File: config.mk
export PLATFORM = sky130hd
export DESIGN_NAME = router_star_np
export DESIGN_NICKNAME = d
export VERILOG_FILES = /design/src/rtl/router_star_np.sv
export SDC_FILE = /design/constraint.sdc
export NUM_CORES = 1
export LEC_CHECK = 0
export BUFFER_PORTS_ARGS = -buffer_cell sky130_fd_sc_hd__buf_2
export CORE_UTILIZATION = 45
export DETAILED_ROUTE_END_ITERATION = 16
export PLACE_DENSITY = 0.68
export SLEW_MARGIN = 5
export SYNTH_ARGS = -nofsm -noshare
export SYNTH_HDL_FRONTEND = slang
export SYNTH_SLANG_ARGS = --single-unit
File: constraint.sdc
create_clock -name clk -period 10.1 [get_ports clk]
set_input_delay 0.505 -clock clk [delete_from_list [all_inputs] [get_ports clk]]
set_output_delay 0.505 -clock clk [all_outputs]
set_load 0.05 [all_outputs]
File: src/rtl/router_star_np.sv
`default_nettype none
// ============================================================================
// Module   : router_star_np
// Brief    : N-port star-hub router. Per-input FIFO, destination decode,
//            per-output round-robin arbiter, registered outputs with
//            valid/ready back-pressure and a saturating illegal-flit counter.
// Revision : 1.0 - initial release
// ============================================================================
module router_star_np #(
    parameter int NPORT = 4,
    parameter int DW    = 16,
    parameter int DEPTH = 4,
    parameter int DESTW = 2
) (
    input  logic                clk,
    input  logic                rst,
    input  logic [NPORT*DW-1:0] in_data,
    input  logic [NPORT-1:0]    in_valid,
    output logic [NPORT-1:0]    in_ready,
    output logic [NPORT*DW-1:0] out_data,
    output logic [NPORT-1:0]    out_valid,
    input  logic [NPORT-1:0]    out_ready,
    output logic [7:0]          drop_cnt
);

    localparam int c_aw = $clog2(DEPTH);
    localparam int c_pw = $clog2(NPORT);
    localparam logic [c_aw:0]    c_depth = (c_aw+1)'(DEPTH);
    localparam logic [NPORT-1:0] c_one   = {{(NPORT-1){1'b0}}, 1'b1};

    // Input FIFO state
    logic [DW-1:0]    r_mem [NPORT][DEPTH];
    logic [c_aw-1:0]  r_wp  [NPORT];
    logic [c_aw-1:0]  r_rp  [NPORT];
    logic [c_aw:0]    r_cnt [NPORT];

    // Head decode
    logic [DW-1:0]    w_head [NPORT];
    logic [DESTW-1:0] w_dest [NPORT];
    logic [NPORT-1:0] w_req  [NPORT];   // w_req[p][q]: input p wants output q
    logic [NPORT-1:0] w_nonempty;
    logic [NPORT-1:0] w_illegal;
    logic [NPORT-1:0] w_push;
    logic [NPORT-1:0] w_pop;

    // Arbitration
    logic [c_pw-1:0]  r_ptr      [NPORT];
    logic [c_pw-1:0]  w_gnt_idx  [NPORT];
    logic [DW-1:0]    w_gnt_data [NPORT];
    logic [NPORT-1:0] w_gnt_vld;
    logic [NPORT-1:0] w_can_load;
    logic             w_found;

    // Output stage and drop counter
    logic [DW-1:0]    r_out_data [NPORT];
    logic [NPORT-1:0] r_out_valid;
    logic [7:0]       r_drop;
    logic [3:0]       w_n_drop;
    logic [8:0]       w_drop_sum;

    assign w_push    = in_valid & in_ready;
    assign out_valid = r_out_valid;
    assign drop_cnt  = r_drop;

    // Decode each FIFO head into a one-hot output request or an illegal drop
    always_comb begin
        in_ready   = '0;
        w_nonempty = '0;
        w_illegal  = '0;
        for (int p = 0; p < NPORT; p++) begin
            w_head[p]     = r_mem[p][r_rp[p]];
            w_dest[p]     = w_head[p][DW-1 -: DESTW];
            in_ready[p]   = (r_cnt[p] < c_depth);
            w_nonempty[p] = (r_cnt[p] != '0);
            w_illegal[p]  = w_nonempty[p] && (32'(w_dest[p]) >= 32'(NPORT));
            w_req[p]      = '0;
            if (w_nonempty[p] && !w_illegal[p])
                w_req[p] = c_one << w_dest[p];
        end
    end

    // Round-robin grant per output: scan from ptr upward, then wrap below ptr
    always_comb begin
        w_gnt_vld  = '0;
        w_can_load = '0;
        w_pop      = w_illegal;
        w_n_drop   = '0;
        w_found    = 1'b0;
        for (int q = 0; q < NPORT; q++) begin
            w_gnt_idx[q]  = '0;
            w_gnt_data[q] = '0;
            w_can_load[q] = !r_out_valid[q] || out_ready[q];
            w_found       = 1'b0;
            for (int p = 0; p < NPORT; p++) begin
                if (w_can_load[q] && !w_found && (p >= int'(r_ptr[q])) && w_req[p][q]) begin
                    w_found       = 1'b1;
                    w_gnt_idx[q]  = c_pw'(p);
                    w_gnt_data[q] = w_head[p];
                    w_pop[p]      = 1'b1;
                end
            end
            for (int p = 0; p < NPORT; p++) begin
                if (w_can_load[q] && !w_found && (p < int'(r_ptr[q])) && w_req[p][q]) begin
                    w_found       = 1'b1;
                    w_gnt_idx[q]  = c_pw'(p);
                    w_gnt_data[q] = w_head[p];
                    w_pop[p]      = 1'b1;
                end
            end
            w_gnt_vld[q] = w_found;
        end
        for (int p = 0; p < NPORT; p++)
            w_n_drop = w_n_drop + 4'(w_illegal[p]);
        w_drop_sum = {1'b0, r_drop} + {5'b0, w_n_drop};
    end

    // Flatten the output registers onto the bus
    always_comb begin
        out_data = '0;
        for (int q = 0; q < NPORT; q++)
            out_data[q*DW +: DW] = r_out_data[q];
    end

    // FIFO storage; contents need no reset because occupancy gates every read
    always_ff @(posedge clk) begin
        for (int p = 0; p < NPORT; p++)
            if (w_push[p])
                r_mem[p][r_wp[p]] <= in_data[p*DW +: DW];
    end

    // FIFO pointers, arbiter pointers, output registers and drop counter
    always_ff @(posedge clk or posedge rst) begin
        if (rst) begin
            for (int p = 0; p < NPORT; p++) begin
                r_wp[p]       <= '0;
                r_rp[p]       <= '0;
                r_cnt[p]      <= '0;
                r_ptr[p]      <= '0;
                r_out_data[p] <= '0;
            end
            r_out_valid <= '0;
            r_drop      <= '0;
        end else begin
            for (int p = 0; p < NPORT; p++) begin
                if (w_push[p]) r_wp[p] <= r_wp[p] + 1'b1;
                if (w_pop[p])  r_rp[p] <= r_rp[p] + 1'b1;
                r_cnt[p] <= r_cnt[p] + (c_aw+1)'(w_push[p]) - (c_aw+1)'(w_pop[p]);
            end
            for (int q = 0; q < NPORT; q++) begin
                if (w_gnt_vld[q]) begin
                    r_out_valid[q] <= 1'b1;
                    r_out_data[q]  <= w_gnt_data[q];
                    r_ptr[q]       <= (int'(w_gnt_idx[q]) == NPORT-1) ? '0 : w_gnt_idx[q] + 1'b1;
                end else if (out_ready[q]) begin
                    r_out_valid[q] <= 1'b0;
                end
            end
            r_drop <= w_drop_sum[8] ? 8'hFF : w_drop_sum[7:0];
        end
    end

endmodule
`default_nettype wire

== Word-level counts from Yosys, hierarchy flattened ==
Memories as Yosys holds them, arrays and structs flattened.
Cells that the tools add are included.

* Add/subtract/negate cells: 20
* $lt $le $gt $ge: 40
* Equal/unequal tests: 4
* Shift-type cells: 4
* Mux-type cells: 151
* Bitwise logic cells: 9
* Reduce and logical (&&, ||, !) cells: 120

{| class="wikitable"
|+ Operators with widths
! kind !! count
|-
| 16-bit two-way mux || 40
|-
| 64-bit two-way mux || 4
|-
| 16-bit binary-select mux with 2-bit select || 4
|-
| 16-bit demux with 2-bit select || 4
|-
| 1-bit logical AND || 80
|-
| 1-bit two-way mux || 71
|-
| 2-bit two-way mux || 24
|-
| 1-bit logical NOT || 28
|-
| 2-bit by 1-bit adder with 2-bit output, second input constant || 12
|-
| 3-bit >= comparator, second input constant || 8
|-
| 2-bit NOT with 3-bit output || 8
|-
| 1-bit by 2-bit >= comparator with 1-bit output, first input constant || 8
|-
| 1-bit by 2-bit less-than comparator with 1-bit output, first input constant || 8
|-
| 4-bit two-way mux || 4
|-
| 1-bit by 2-bit left shift with 4-bit output, first input constant || 4
|-
| 3-bit by 1-bit adder with 3-bit output || 4
|-
| 3-bit by 1-bit less-than comparator with 1-bit output, second input constant || 4
|-
| 3-bit less-than comparator, second input constant || 4
|-
| 3-bit nonzero test || 4
|-
| 3-bit by 1-bit subtractor with 3-bit output || 4
|-
| 2-bit by 1-bit == test with 1-bit output, second input constant || 4
|-
| 2-bit >= comparator, first input constant || 4
|-
| 2-bit less-than comparator, first input constant || 4
|-
| 2-bit nonzero test || 4
|-
| 2 further kinds || 5
|}

* Flip-flop bits (word level): 104
* Memory bits (writable): 256
* Input port bits: 74
* Output and inout bits: 80
* Word-level logic and storage cells: 373
* Memories kept: 1

{| class="wikitable"
|+ Memories
! memory !! words !! bits a word !! read ports !! clocked after Yosys merged registers in !! write ports !! RTL line !! text
|-
| r_mem || 4 || 64 || 4 || 0 || 4 || 32 || <nowiki>logic [DW-1:0] r_mem [NPORT][DEPTH];</nowiki>
|}

== Depth between registers and ports, before layout ==
* Word-level depth: 44
* Mapped depth: 16
* Mapped depth without buffers: 13

== Worst setup path before layout ==
OpenSTA, ideal clock, no wires.

* Kind: reg2reg
* Start point: register r_rp[2] (netlist name)
* End point: register r_cnt[5] (netlist name)
* Setup time: 123 ps
* Arrival time: 3648 ps
* Required time: 9977 ps
* Setup slack: 6328 ps
* Cell stages (with the launch flop): 16
* Buffers on the path: 2
* Period minus slack after synthesis: 3772 ps
* Cells stage by stage: dfrtp_1 -> buf_6 -> mux4_2 -> or3b_4 -> nor2_8 -> or3_4 -> and3b_1 -> buf_2 -> or4_4 -> ha_1 -> inv_1 -> ha_1 -> inv_1 -> fa_1 -> xnor2_1 -> xnor2_1

* Word-level cells in the longest chain between the ends: 34
* Elaborated cells on any way between the ends: 95
* Those cells by class: add/sub: 1; shift: 1; mux: 28; bitwise: 1; reduce/logical: 64

{| class="wikitable"
|+ Ends and longest elaborated chain
! item !! RTL line !! text
|-
| from (decl) || 34 || <nowiki>logic [c_aw-1:0] r_rp [NPORT];</nowiki>
|-
| from (signal, indexed assignment) || 146 || <nowiki>if (w_pop[p]) r_rp[p] <= r_rp[p] + 1'b1;</nowiki>
|-
| 2-bit NOT with 3-bit output (not written as such) * || 71 || <nowiki>w_head[p] = r_mem[p][r_rp[p]];</nowiki>
|-
| 16-bit binary-select mux with 2-bit select * || 71 ||
|-
| 16-bit two-way mux (not written as such) * (2 in a row) || 71 ||
|-
| 1-bit by 2-bit left shift with 4-bit output * || 78 || <nowiki>w_req[p] = c_one << w_dest[p];</nowiki>
|-
| 4-bit two-way mux * || 77 || <nowiki>if (w_nonempty[p] && !w_illegal[p])</nowiki>
|-
| 1-bit logical AND || 95 || <nowiki>if (w_can_load[q] && !w_found && (p >= int'(r_ptr[q])) && w_req[p][q]) begin</nowiki>
|-
| 1-bit two-way mux || 95 ||
|-
| 1-bit logical NOT || 95 ||
|-
| (+18 left out) || - ||
|-
| 1-bit two-way mux || 95 ||
|-
| 1-bit two-way mux || 103 || <nowiki>if (w_can_load[q] && !w_found && (p < int'(r_ptr[q])) && w_req[p][q]) begin</nowiki>
|-
| 1-bit two-way mux || 95 ||
|-
| 1-bit two-way mux || 103 ||
|-
| 1-bit two-way mux || 95 ||
|-
| 1-bit two-way mux * || 103 ||
|-
| via w_pop[2] || 44 || <nowiki>logic [NPORT-1:0] w_pop;</nowiki>
|-
| 3-bit by 1-bit subtractor with 3-bit output * || 147 || <nowiki>r_cnt[p] <= r_cnt[p] + (c_aw+1)'(w_push[p]) - (c_aw+1)'(w_pop[p]);</nowiki>
|-
| to (signal, indexed assignment) || 147 ||
|-
| to (decl) || 35 || <nowiki>logic [c_aw:0] r_cnt [NPORT];</nowiki>
|}

Mark *: on every way through the listed nets, which the timed path passes. The rest lies on a longest branch. The select of a mux whose other input is x is not followed.
A chain may end at the register's enable or synchronous reset.

== Worst setup path after layout ==
* Start point: register r_rp[5] (netlist name)
* End point: register r_cnt[5] (netlist name)

* Word-level cells in the longest chain between the ends: 39
* Elaborated cells on any way between the ends: 115
* Those cells by class: add/sub: 1; shift: 1; mux: 32; bitwise: 1; reduce/logical: 80

{| class="wikitable"
|+ Ends and longest elaborated chain
! item !! RTL line
|-
| 2-bit NOT with 3-bit output (not written as such) * || 71
|-
| 16-bit binary-select mux with 2-bit select * || 71
|-
| 16-bit two-way mux (not written as such) * (2 in a row) || 71
|-
| 1-bit by 2-bit left shift with 4-bit output * || 78
|-
| 4-bit two-way mux * || 77
|-
| 1-bit logical AND || 95
|-
| 1-bit two-way mux || 95
|-
| 1-bit logical NOT || 95
|-
| (+23 left out) || -
|-
| 1-bit two-way mux || 95
|-
| 1-bit two-way mux || 103
|-
| 1-bit two-way mux || 95
|-
| 1-bit two-way mux || 103
|-
| 1-bit two-way mux || 95
|-
| 1-bit two-way mux * || 103
|-
| via w_pop[2] || 44
|-
| 3-bit by 1-bit subtractor with 3-bit output * || 147
|}

Marked as above.

==> reports/results.tsv <==
stage	metric	value	unit
outcome	status	finished clean	
pwr	Worst IR Drop VDD	0.241	mV
synth	largest family of logic cells by synthesized area	multiplexers	
timing	RSZ-0062 raised after global routing	no	
finish	Fillers	2874	
timing	final setup skew	20.5	ps
detailed_routing	routed len/inst	24.3	microns
setup_path	Slowest cell on crit path	dfrtp_1	
grt	antenna violations before repair	0	
synth	Adder-Cell Fraction of Synth Area	2.36	%
setup_path	Required @ worst endpoint	10520	ps
timing	period utilization	49.9	%
clocking	Worst-path clk slew	60	ps
pwr	Sw Ratio	43.5	%
setup_path	Critical Path, Cell by Cell	mux4_2 -> nor3b_2 -> and2_1 -> or3_4 -> and3b_1 -> or4_4 -> ha_1 -> inv_1 -> ha_1 -> inv_1 -> fa_1 -> xnor2_1 -> xnor2_1	
finish	non-filler cells, final	1725	
clocking	TritonCTS Buffers	38	
timing	Hold Violations, Final	0	
synth	mux share of post-synthesis cell area	10.7	%
timing	worst-margin pin slew	1010	ps
setup_path	worst r2r src	r_rp[5]	
detailed_routing	routed wire length	41900	microns
floorplan	initial core utilization	46.2	%
synth	top-area cell type share of the netlist area	47.7	%
pwr	Int Pwr	3.92	mW
grt	grt total ovfl	0	
finish	synthesis-to-finish area growth	15.1	%
setup_path	CP peak stage delay	910	ps
finish	n_diodes	0	
pwr	leakage dissipation	6.97	nW
clocking	clock latency on the worst-skew pair	540	ps
synth	post-synthesis cell type count	71	
synth	Post-synth EDFFs	256	
setup_path	reg2reg setup slack	5060	ps
floorplan	die area	36600	sq um
timing	Fin Setup TNS	0	ps
synth	synthesized flop and latch total	360	
floorplan	io pins	154	
hold_path	Hold Path End	r_mem[0][17]	
grt	pin count of the biggest net entering global routing	75	
clocking	H-tree depth	2	
clocking	TritonCTS sink count	360	
timing	Final Slew Violations	0	
clocking	Clock Path Buffers	3	
finish	share of layout cells above drive strength 1	25.1	%
setup_path	Critical path buffers and inverters	2	
place	placed cells	1654	
pwr	sw power	3.01	mW
setup_path	RR Endpoint	r_cnt[5]	
timing	f_max	198	MHz
finish	area of the multi-input gates	5420	sq um
floorplan	row count	68	
detailed_routing	residual DRC count	0	
floorplan	die extent in x	191	microns
pwr	Clock power frac	19.9	%
pwr	Cell Pwr Density	374	nW/um^2
setup_path	crit path DAT	5460	ps
timing	min Tclk post-route	5040	ps
timing	Slew HR	33.0	%
synth	Mapped Area	16100	sq um
detailed_routing	Post-DRT Antenna Nets	0	
floorplan	Core Area	34900	sq um
setup_path	Crit path max-delay family	simple AND/OR/NAND/NOR gates	
setup_path	Worst Reg2Reg Path Length in Cells	13	
clocking	postcts setup bufs	0	
hold_path	worst hold start	in_data[1]	
detailed_routing	starting DRC count in detailed routing	1371	
hold_path	hold path depth	1	
setup_path	CP max FO	27	
detailed_routing	Pre-antenna DRT Iters	9	
hold_path	worst hold path type	input port to flop	
synth	Synth Area in Simple Gates	9.61	%
synth	Compound-Gate Fraction of Synth Area	9.64	%
synth	cell count after synthesis	1089	
synth	top post-synthesis cells by area	edfxtp_1 48%, dfrtp_1 16%, mux4_2 9.6%	
pwr	part of the power in registers	32.7	%
synth	xor/xnor share of the synthesized area	1.09	%
place	Placer Congestion	0.946	
detailed_routing	via count	10400	
synth	sequential-to-total area share from yosys stat	63.8	%
setup_path	startpoint types	flop	
finish	register area	10300	sq um
clocking	CTS Root Cell	clkbuf_16	
floorplan	Die H	191	microns
finish	nets	1342	
synth	ys flop type	edfxtp_1	
grt	GR Util All Layers	23.2	%
detailed_routing	average vias per placed instance	6.04	
grt	first-pass GRT wire length	63000	microns
synth	Avg Inst Size Synth	14.8	sq um
setup_path	crit path capture type	flop	
flow_run	max-cap violation count	0	
pwr	Logic pwr share	47.4	%
setup_path	worst setup path class	flop to flop	
synth	share of async-settable or async-resettable flops after synthesis	28.9	%
synth	area leader, netlist	edfxtp_1	
place	port bufs	145	
place	dpl hpwl	29600	microns
timing	setup violators final	0	
grt	vias in the first global route	10200	
synth	Syn. warnings	0	
clocking	CTS tree	done	
-- per-stage QoR --
stage	setup WS, ps	hold WS, ps	power [mW]	utilization, %	area, sq um
final	5060	176	6.93	53.2	18600
after global routing	4800	166	7.28	53.2	18600
after CTS	5080	161	6.94	53.2	18600
after detailed placement	5080	452	5.54	49.6	17300
after global placement	5150	450	5.48	49.6	17300
after floorplan	6330	479	4.54	-	16100
-- sequential cells by signal (all words and copies together) (netlist names) --
name       cells
r_mem        256
out_data      64
r_ptr          8
r_wp           8
out_valid      4
r_rp           8
r_cnt         12
-- how the worst max path moves through the flow --
stage                          end  cells past startpoint  startpoint
after floorplan           r_cnt[5]                     15     r_rp[2]
after global placement    r_cnt[5]                     13     r_rp[5]
after detailed placement  r_cnt[5]                     13     r_rp[5]
after CTS                 r_cnt[5]                     13     r_rp[5]
after global routing      r_cnt[5]                     13     r_rp[5]
final                     r_cnt[5]                     13     r_rp[5]
-- cells by family after synthesis --
family          Yosys count
mux                      86
compound gates          210
flops                   360
buf+inv                  99
xor+xnor                 20
other cells               1
fa+ha+maj                28
simple gates            285
-- power groups by stage --
stage,registers (mW),logic (mW),clock network [mW]
2_1_floorplan,2.52,2.02,0
3_5_place_dp,2.30,3.24,0
4_1_cts,2.27,3.27,1.40
6_report,2.27,3.29,1.38
5_1_grt,2.30,3.52,1.46
3_3_place_gp,2.28,3.20,0
-- timing repair --
item | 4_1_cts | 5_1_grt
hold endpoints to repair | 30 | 0
resized for setup | 0 | 0
setup endpoints to repair | 0 | 0
hold buffers | 1 | 0
-- metal layers --
metal / up-vias / GRT usage [%] / part of all wire (%)
met5: - / 0.687 / 0
met4: 0 / 7.60 / 2.9
met3: 97 / 4.35 / 6.9
met2: 530 / 36.3 / 47
met1: 5202 / 32.8 / 43
li1: 4594 / - / -
-- cells in the final DEF, fill, tap and decap left out, drive strengths merged, types with 4 or more instances in the layout --
| cell | instances |
|---|---|
| nor2 | 28 |
| conb | 8 |
| dfrtp | 104 |
| nor2b | 16 |
| o21ai | 26 |
| buf | 167 |
| mux2i | 17 |
| mux4 | 69 |
| nor3 | 11 |
| a22oi | 62 |
| edfxtp | 256 |
| or3 | 6 |
| and2 | 29 |
| xor2 | 5 |
| a211oi | 6 |
| inv | 38 |
| nand4 | 9 |
| clkinv | 17 |
| or4 | 5 |
| fa | 4 |
| xnor2 | 15 |
| nand3 | 33 |
| a22o | 5 |
| and3 | 8 |
| nand2 | 107 |
| ha | 24 |
| clkinvlp | 4 |
| nand2b | 9 |
| clkbuf | 42 |
| nor4 | 8 |
| bufinv | 4 |
| a21oi | 29 |
| o211ai | 22 |
| a222oi | 34 |
-- layout make-up --
| type | instances | area share (%) |
|---|---|---|
| clock buffer | 42 | 5.21 |
| sequential | 360 | 55.5 |
| inverter | 35 | 0.722 |
| multi-input combinational | 637 | 29.2 |
| clock inverter | 28 | 1.47 |
| timing repair buffer | 168 | 4.86 |
| tap | 455 | 3.07 |
-- cell usage after synthesis, types with 6 or more instances --
library cell / count
edfxtp_1: 256
nand2_1: 107
dfrtp_1: 104
mux4_2: 69
a22oi_1: 62
clkbuf_1: 38
a222oi_1: 34
inv_1: 34
nand3_1: 33
a21oi_1: 29
and2_1: 28
nor2_1: 27
o21ai_0: 25
ha_1: 24
o211ai_1: 22
mux2i_1: 17
nor2b_1: 16
xnor2_1: 15
buf_2: 11
nor3_1: 10
buf_4: 9
nand4_1: 9
and3_1: 8
nand2b_1: 8
a211oi_1: 6
(Power assumes the default switching activity.)
